## src/rtl/lfsr_seq_ctrl.sv

```systemverilog
// ---------------------------------------------------------------------------
// lfsr_seq_ctrl
// Sequencing controller for the 16-bit XNOR LFSR (taps 16,15,13,4, seed
// 16'h0145, registered max_tick). An accepted start restarts the LFSR through
// a one-cycle o_lfsr_clr pulse. The controller then paces o_sh_en once every
// DIV clocks. A run is either a burst of i_len shifts or a full period that
// ends on i_lfsr_max_tick. During the run it counts the ones and zeros of the
// serial bit (lfsr_q[15], sampled before the shift) and the number of shifts.
//
// Ports:
//   clk, reset          clock, asynchronous active-high reset
//   i_start             begin a run (sampled only in IDLE)
//   i_mode              0 = burst of i_len shifts, 1 = run until max_tick
//   i_len[15:0]         burst length, latched on an accepted start
//   i_abort             terminate an active run
//   i_lfsr_q[15:0]      LFSR current state
//   i_lfsr_max_tick     LFSR returned-to-seed flag
//   o_lfsr_clr          registered one-cycle restart pulse to the LFSR
//   o_sh_en             LFSR shift enable (combinational)
//   o_busy              high in INIT and RUN
//   o_done              one-cycle pulse in DONE
//   o_ones_cnt/o_zeros_cnt  serial-bit statistics of the last run
//   o_shift_cnt[16:0]   shifts issued in the last run
//   o_aborted/o_timeout how the last run ended
//   o_lockup            (LFSR_CTRL_LOCKUP_DET_EN only) run ended on 16'hFFFF
//
// Optional feature macro: LFSR_CTRL_LOCKUP_DET_EN
// ---------------------------------------------------------------------------
module lfsr_seq_ctrl #(
    parameter int unsigned DIV     = 1,
    parameter int unsigned TIMEOUT = 65536
) (
    input  logic        clk,
    input  logic        reset,
    input  logic        i_start,
    input  logic        i_mode,
    input  logic [15:0] i_len,
    input  logic        i_abort,
    input  logic [15:0] i_lfsr_q,
    input  logic        i_lfsr_max_tick,
    output logic        o_lfsr_clr,
    output logic        o_sh_en,
    output logic        o_busy,
    output logic        o_done,
    output logic [15:0] o_ones_cnt,
    output logic [15:0] o_zeros_cnt,
    output logic [16:0] o_shift_cnt,
    output logic        o_aborted,
`ifdef LFSR_CTRL_LOCKUP_DET_EN
    output logic        o_lockup,
`endif
    output logic        o_timeout
);

    localparam int unsigned   PW         = (DIV > 1) ? $clog2(DIV) : 1;
    localparam logic [PW-1:0] PACE_LAST  = PW'(DIV - 1);
    localparam logic [16:0]   SHIFT_LAST = 17'(TIMEOUT - 1);

    typedef enum logic [1:0] {
        S_IDLE = 2'd0,
        S_INIT = 2'd1,
        S_RUN  = 2'd2,
        S_DONE = 2'd3
    } state_t;

    state_t        r_state;
    state_t        w_state_nxt;
    logic          r_mode;
    logic [15:0]   r_len;
    logic [PW-1:0] r_pace;
    logic [15:0]   r_ones_cnt;
    logic [15:0]   r_zeros_cnt;
    logic [16:0]   r_shift_cnt;
    logic          r_aborted;
    logic          r_timeout;
    logic          r_lfsr_clr;
    logic          r_busy;
    logic          r_done;

    logic          w_in_run;
    logic          w_tick;
    logic          w_period_end;
    logic          w_lockup_hit;
    logic          w_sh_en;
    logic          w_burst_end;
    logic          w_timeout_hit;
    logic          w_end_run;
    logic          w_burst_zero;

`ifdef LFSR_CTRL_LOCKUP_DET_EN
    logic          r_lockup;
    // All-ones is the XNOR lockup state: the LFSR would never leave it.
    assign w_lockup_hit = (i_lfsr_q == 16'hFFFF);
    assign o_lockup     = r_lockup;
`else
    logic          w_unused;
    assign w_lockup_hit = 1'b0;
    assign w_unused     = ^i_lfsr_q[14:0];
`endif

    // State register.
    always_ff @(posedge clk or posedge reset) begin
        if (reset) begin
            r_state <= S_IDLE;
        end else begin
            r_state <= w_state_nxt;
        end
    end

    // Next-state decode; a zero-length burst skips INIT/RUN entirely.
    always_comb begin
        w_state_nxt = r_state;
        case (r_state)
            S_IDLE: begin
                if (i_start) begin
                    w_state_nxt = w_burst_zero ? S_DONE : S_INIT;
                end else begin
                    w_state_nxt = S_IDLE;
                end
            end
            S_INIT:  w_state_nxt = S_RUN;
            S_RUN: begin
                if (w_end_run) begin
                    w_state_nxt = S_DONE;
                end else begin
                    w_state_nxt = S_RUN;
                end
            end
            S_DONE:  w_state_nxt = S_IDLE;
            default: w_state_nxt = S_IDLE;
        endcase
    end

    // Run control: shift enable and exit conditions in priority order
    // abort > lockup > max_tick > burst end > timeout. The higher-priority
    // exits suppress the shift in that cycle.
    always_comb begin
        w_burst_zero  = ~i_mode & (i_len == 16'd0);
        w_in_run      = (r_state == S_RUN);
        w_tick        = (r_pace == PACE_LAST);
        w_period_end  = r_mode & i_lfsr_max_tick;
        w_sh_en       = w_in_run & w_tick & ~i_abort & ~w_lockup_hit & ~w_period_end;
        w_burst_end   = w_sh_en & ~r_mode & ((r_shift_cnt + 17'd1) == {1'b0, r_len});
        w_timeout_hit = w_sh_en & r_mode & (r_shift_cnt == SHIFT_LAST);
        w_end_run     = w_in_run & (i_abort | w_lockup_hit | w_period_end
                                    | w_burst_end | w_timeout_hit);
    end

    // Datapath and registered status outputs. Results are cleared when a
    // start is accepted, so they already read zero during INIT.
    always_ff @(posedge clk or posedge reset) begin
        if (reset) begin
            r_mode      <= 1'b0;
            r_len       <= 16'd0;
            r_pace      <= '0;
            r_ones_cnt  <= 16'd0;
            r_zeros_cnt <= 16'd0;
            r_shift_cnt <= 17'd0;
            r_aborted   <= 1'b0;
            r_timeout   <= 1'b0;
            r_lfsr_clr  <= 1'b0;
            r_busy      <= 1'b0;
            r_done      <= 1'b0;
`ifdef LFSR_CTRL_LOCKUP_DET_EN
            r_lockup    <= 1'b0;
`endif
        end else begin
            r_lfsr_clr <= (w_state_nxt == S_INIT);
            r_busy     <= (w_state_nxt == S_INIT) || (w_state_nxt == S_RUN);
            r_done     <= (w_state_nxt == S_DONE);
            case (r_state)
                S_IDLE: begin
                    if (i_start) begin
                        r_mode      <= i_mode;
                        r_len       <= i_len;
                        r_pace      <= '0;
                        r_ones_cnt  <= 16'd0;
                        r_zeros_cnt <= 16'd0;
                        r_shift_cnt <= 17'd0;
                        r_aborted   <= 1'b0;
                        r_timeout   <= 1'b0;
`ifdef LFSR_CTRL_LOCKUP_DET_EN
                        r_lockup    <= 1'b0;
`endif
                    end
                end
                S_RUN: begin
                    r_pace <= w_tick ? '0 : r_pace + 1'b1;
                    if (w_sh_en) begin
                        r_shift_cnt <= r_shift_cnt + 17'd1;
                        if (i_lfsr_q[15]) begin
                            r_ones_cnt <= r_ones_cnt + 16'd1;
                        end else begin
                            r_zeros_cnt <= r_zeros_cnt + 16'd1;
                        end
                    end
                    if (i_abort) begin
                        r_aborted <= 1'b1;
                    end
`ifdef LFSR_CTRL_LOCKUP_DET_EN
                    if (!i_abort && w_lockup_hit) begin
                        r_lockup <= 1'b1;
                    end
`endif
                    if (w_timeout_hit) begin
                        r_timeout <= 1'b1;
                    end
                end
                default: begin
                end
            endcase
        end
    end

    assign o_lfsr_clr  = r_lfsr_clr;
    assign o_sh_en     = w_sh_en;
    assign o_busy      = r_busy;
    assign o_done      = r_done;
    assign o_ones_cnt  = r_ones_cnt;
    assign o_zeros_cnt = r_zeros_cnt;
    assign o_shift_cnt = r_shift_cnt;
    assign o_aborted   = r_aborted;
    assign o_timeout   = r_timeout;

endmodule
```

## config.mk

```make
export PLATFORM = sky130hd
export DESIGN_NAME = lfsr_seq_ctrl
export DESIGN_NICKNAME = d
export VERILOG_FILES = /design/src/rtl/lfsr_seq_ctrl.sv
export SDC_FILE = /design/constraint.sdc
export NUM_CORES = 1
export LEC_CHECK = 0
export CAP_MARGIN = 20
export CORE_MARGIN = 1
export CORE_UTILIZATION = 35
export CTS_CLUSTER_DIAMETER = 200
export DETAILED_ROUTE_END_ITERATION = 8
export GPL_TIMING_DRIVEN = 0
export HOLD_SLACK_MARGIN = 0.08
export PLACE_DENSITY = 0.63
export SETUP_SLACK_MARGIN = 0.5
export SLEW_MARGIN = 20
export SYNTH_ARGS = -nofsm -noshare
export SYNTH_HDL_FRONTEND = slang
export SYNTH_SLANG_ARGS = --single-unit
```

## constraint.sdc

```tcl
create_clock -name clk -period 9.2 [get_ports clk]
set_input_delay 0.92 -clock clk [delete_from_list [all_inputs] [get_ports clk]]
set_output_delay 0.92 -clock clk [all_outputs]
set_load 0.03 [all_outputs]
```

==> summary.md <==
The synthesized design spends more area on one cell type than any other, namely sky130_fd_sc_hd__dfrtp_1. The path with the worst hold slack has its endpoint at r_len[4]. For this run, the slowest stage of the critical path takes 0.52 ns. The run gives 407 as the instance count of the mapped netlist.

The leakage dissipation was 0.00218 uW. Startpoint class of the critical path: a flop. The total vias in the final route was 3370; the flop and latch count out of synthesis was 73. The tools report the final-report hold violation count as 0.

Data on the critical path arrives at its endpoint at 4.02 ns. The most repeated library cell on the critical path was sky130_fd_sc_hd__ha_1. Wires add up to 10000 um.

The length in cells of the worst reg-to-reg path was 11. Pin slew with the least headroom to its limit: 0.800 ns. Timing-limited maximum frequency: 0.263 GHz. From bottom edge to top edge, the die measures 108 um. The worst ir drop on vdd is 0.000122 V. The logs give 0.529 ns for the post-route worst hold slack and 213 for the DRC marker count from the first detailed-route iteration.

Reg-to-reg startpoint: o_shift_cnt[0]. Clock skew on the completed layout was measured at 0.0106 ns. The first global-routing pass estimated 16600 um of wire.

The count of flip-flops with a built-in enable after synthesis is 0, and the number of nets in the layout is 543. In this run the tightest slew margin relative to its limit is 46.5%. TritonCTS built the clock tree. The fraction of power consumed by combinational cells was 26.4%; the sequential share of power was 37.5%. The count of different cell masters after synthesis was 53. The final weighted congestion of routability-driven global placement came out at 0.868. For this design, the slowest cell found on the critical path is sky130_fd_sc_hd__or3_1.

Dividing the synthesized area by the synthesized cell count gives 9.75 sq um. The required time at the endpoint of the critical path came out at 9.42 ns. In the post-synthesis netlist, the biggest area contributors are sky130_fd_sc_hd__dfrtp_1 46%, sky130_fd_sc_hd__xor2_1 6.6%, sky130_fd_sc_hd__mux2_2 5.4%.

The power per cell area is 213 nW/um^2, and the hold-critical path depth is 1. The worst setup path is captured at a flop. For the DRC violations left, the log shows 0. The internal power contribution is 775 uW.

The worst path needs 3.81 ns of the cycle, external delays included. Measured along the x axis, the die boundary spans 108 um. The pre-antenna-repair detailed-routing pass consisted of 4 iterations. The CTS buffer count was 9; the switching power of the nets was 350 uW. The worst-skew pair later-pin latency came out at 0.33 ns.

The signal on the critical path passes through ha_1 > nand4_1 > or3_1 > nor3_1 > ha_1 > nor3b_1 > nand4_1 > nor4_1 > o2111ai_1 > o31ai_1 > ha_1. The signed area change from the synthesized netlist to the final layout came out at 33.3%. The worst path uses 41.4% of the clock period. In this run switching power makes up 31.1% of total power. For the number of buffers between clock root and the deepest sink, the log shows 2. The tools report the synthesized netlist net count as 454.

Once the floorplan was initialized, standard cells occupied 36.3% of the core. The worst hold path belongs to the class reg2reg. The run gives 11800 sq um as the area of the die.

The number of buffer and inverter stages on the critical path works out to 0. The tools report the CTS root buffer as sky130_fd_sc_hd__clkbuf_16. The logs give 36.1% for the clock group share of total power and 0 for the number of maximum-capacitance violations. The share of the Yosys chip area taken by registers is 46.0%. The number of buffers added for setup after CTS is 0. The cell family contributing the most delay on the critical path is simple AND/OR/NAND/NOR gates. For the number of gates given a new drive strength after cts, the log shows 0. In the synthesized netlist, the cells that appear most often are 73 x sky130_fd_sc_hd__dfrtp_1, 46 x sky130_fd_sc_hd__nor2_1, 37 x sky130_fd_sc_hd__nand2_1, 30 x sky130_fd_sc_hd__xor2_1, 29 x sky130_fd_sc_hd__o21ai_0. Entering global routing, the biggest net connects 56 pins. The number of vias per cell after detailed routing was 5.26; the global-route usage over all layers was 18.4%. The most used flip-flop cell after synthesis is sky130_fd_sc_hd__dfrtp_1. The floorplan core area came out at 10900 sq um.

The critical-path maximum fanout is 6. The Yosys step of the flow raised 0 warnings. Number of cell rows: 38.

The run gives 0 as the number of nets with antenna violations after detailed routing. For the total of hold buffers inserted after clock tree synthesis, the log shows 0. The repair_antennas step left the layout with diodes totalling 0. Of all flip-flops after synthesis, the portion carrying an async set or reset was 100%. The setup check on the worst reg-to-reg path leaves a slack of 5.39 ns.

The worst register-to-register path ends at o_busy. The number of antenna violations at the first check in global routing came out at 0. The run gives 3 as the H-tree depth reported by CTS.

The final-report max-slew violation count was 0; the routed length per placed instance was 15.7 um. The startpoint identified for the worst hold timing path is r_len[4]. Summed over its instances, the top area cell type makes up 46.0% of the synthesized netlist area. During I/O placement, the number of pins put on the boundary was 93.

Clock-pin slew was measured on the worst setup and hold paths at 0.06 ns. The via count of the first global-routing pass came out at 3257. The number of input and output port buffers inserted was 77. The worst setup path is of the reg2reg kind.

Setup violations remaining at the end of the flow were counted as 0. Summing every instance area after synthesis gives 3970 sq um. The run finished with clean final reports. Detailed placement ended at an HPWL of 7380 um. Setup repair after global routing left no endpoint under its margin. The total overflow left after global routing is 0. The post-route netlist has 9.58% of its cells at a drive strength greater than 1. The library cell with the highest instance count after synthesis was sky130_fd_sc_hd__dfrtp_1. The clock drives 73 sinks. The final sum of negative setup slack was 0 ns.
==> power groups by stage <==
stage	Combinational, uW	Sequential [uW]	Clock (uW)
after CTS	299	422	412
after floorplan	190	435	0
after global routing	328	429	425
after detailed placement	298	427	0
after global placement	291	425	0
final	297	422	406
==> final cells by class <==
type	instances	area, sq um
plain buffers	18	78.8
clock buffers	10	229
clock inverters	6	116
fillers	1071	5650
inverters	8	32.5
multi-input cells	308	2030
flip-flops and latches	73	1830
well taps	140	175
repair buffers	78	798
==> flip-flops by register name, indices dropped and copies added, names as in the netlist, 2 cells and up <==
signal	flops
r_state	2
o_ones_cnt	16
o_shift_cnt	17
r_len	16
o_zeros_cnt	16
==> worst reg2reg max path, cell delays in order (launching register included) <==
cell and delay [ns]:
sky130_fd_sc_hd__dfrtp_1 0.46, sky130_fd_sc_hd__ha_1 0.33, sky130_fd_sc_hd__nand4_1 0.28, sky130_fd_sc_hd__or3_1 0.52
sky130_fd_sc_hd__nor3_1 0.33, sky130_fd_sc_hd__ha_1 0.19, sky130_fd_sc_hd__nor3b_1 0.19, sky130_fd_sc_hd__nand4_1 0.16
sky130_fd_sc_hd__nor4_1 0.26, sky130_fd_sc_hd__o2111ai_1 0.15, sky130_fd_sc_hd__o31ai_1 0.49, sky130_fd_sc_hd__ha_1 0.33
==> logic make-up after synthesis <==
kind of cell	count (synthesis)	synth area share (%)
AND/OR/NAND/NOR	167	22.0
flip-flops	73	46.0
AO/OA/AOI/OAI	61	9.40
XOR/XNOR	50	11.0
buffers and inverters	26	2.74
multiplexers	21	5.90
adder cells (fa/ha/maj)	9	2.84
==> per-stage QoR <==
step / area (sq um) / instances / setup slack, ns / utilization, % / total power [uW]
final: 5290 / 641 / 5.39 / 48.4 / 1130
after global routing: 5290 / 641 / 5.16 / 48.4 / 1180
after CTS: 5290 / 641 / 5.36 / 48.4 / 1130
after detailed placement: 4940 / 625 / 5.39 / 45.2 / 725
after global placement: 4910 / 624 / 5.10 / 44.9 / 717
after floorplan: 3970 / 407 / 6.03 / - / 625
==> worst max path at each step <==
stage	endpoint	slack [ns]	start	cells after the start
final	o_busy	5.39	o_shift_cnt[0]	11
after global routing	o_busy	5.16	o_shift_cnt[0]	11
after CTS	o_busy	5.36	o_shift_cnt[0]	11
after detailed placement	o_busy	5.39	o_shift_cnt[0]	11
after global placement	r_len[5]	5.10	reset	2
after floorplan	o_busy	6.03	o_shift_cnt[0]	11
==> per-layer routing <==
metal	track usage [%]	up-vias	wire length, um
met5	0	-	0
met4	5.89	0	142
met3	3.92	14	446
met2	30.8	98	4870
met1	23.7	1639	4580
li1	-	1619	-
==> cell usage in the layout, fill, tap and decap left out, drive strengths merged, types with 4 or more instances in the layout <==
cell / count
clkdlybuf4s50: 77
dfrtp: 73
nor2: 47
nand2: 37
xor2: 30
o21ai: 29
clkbuf: 23
xnor2: 20
mux2: 19
nand3: 15
nand4: 13
nor3: 10
a21oi: 9
ha: 9
inv: 8
nor4: 7
o31ai: 6
and3: 6
buf: 6
or3: 5
a31oi: 4
nor3b: 4
(Power assumes the default switching activity.)
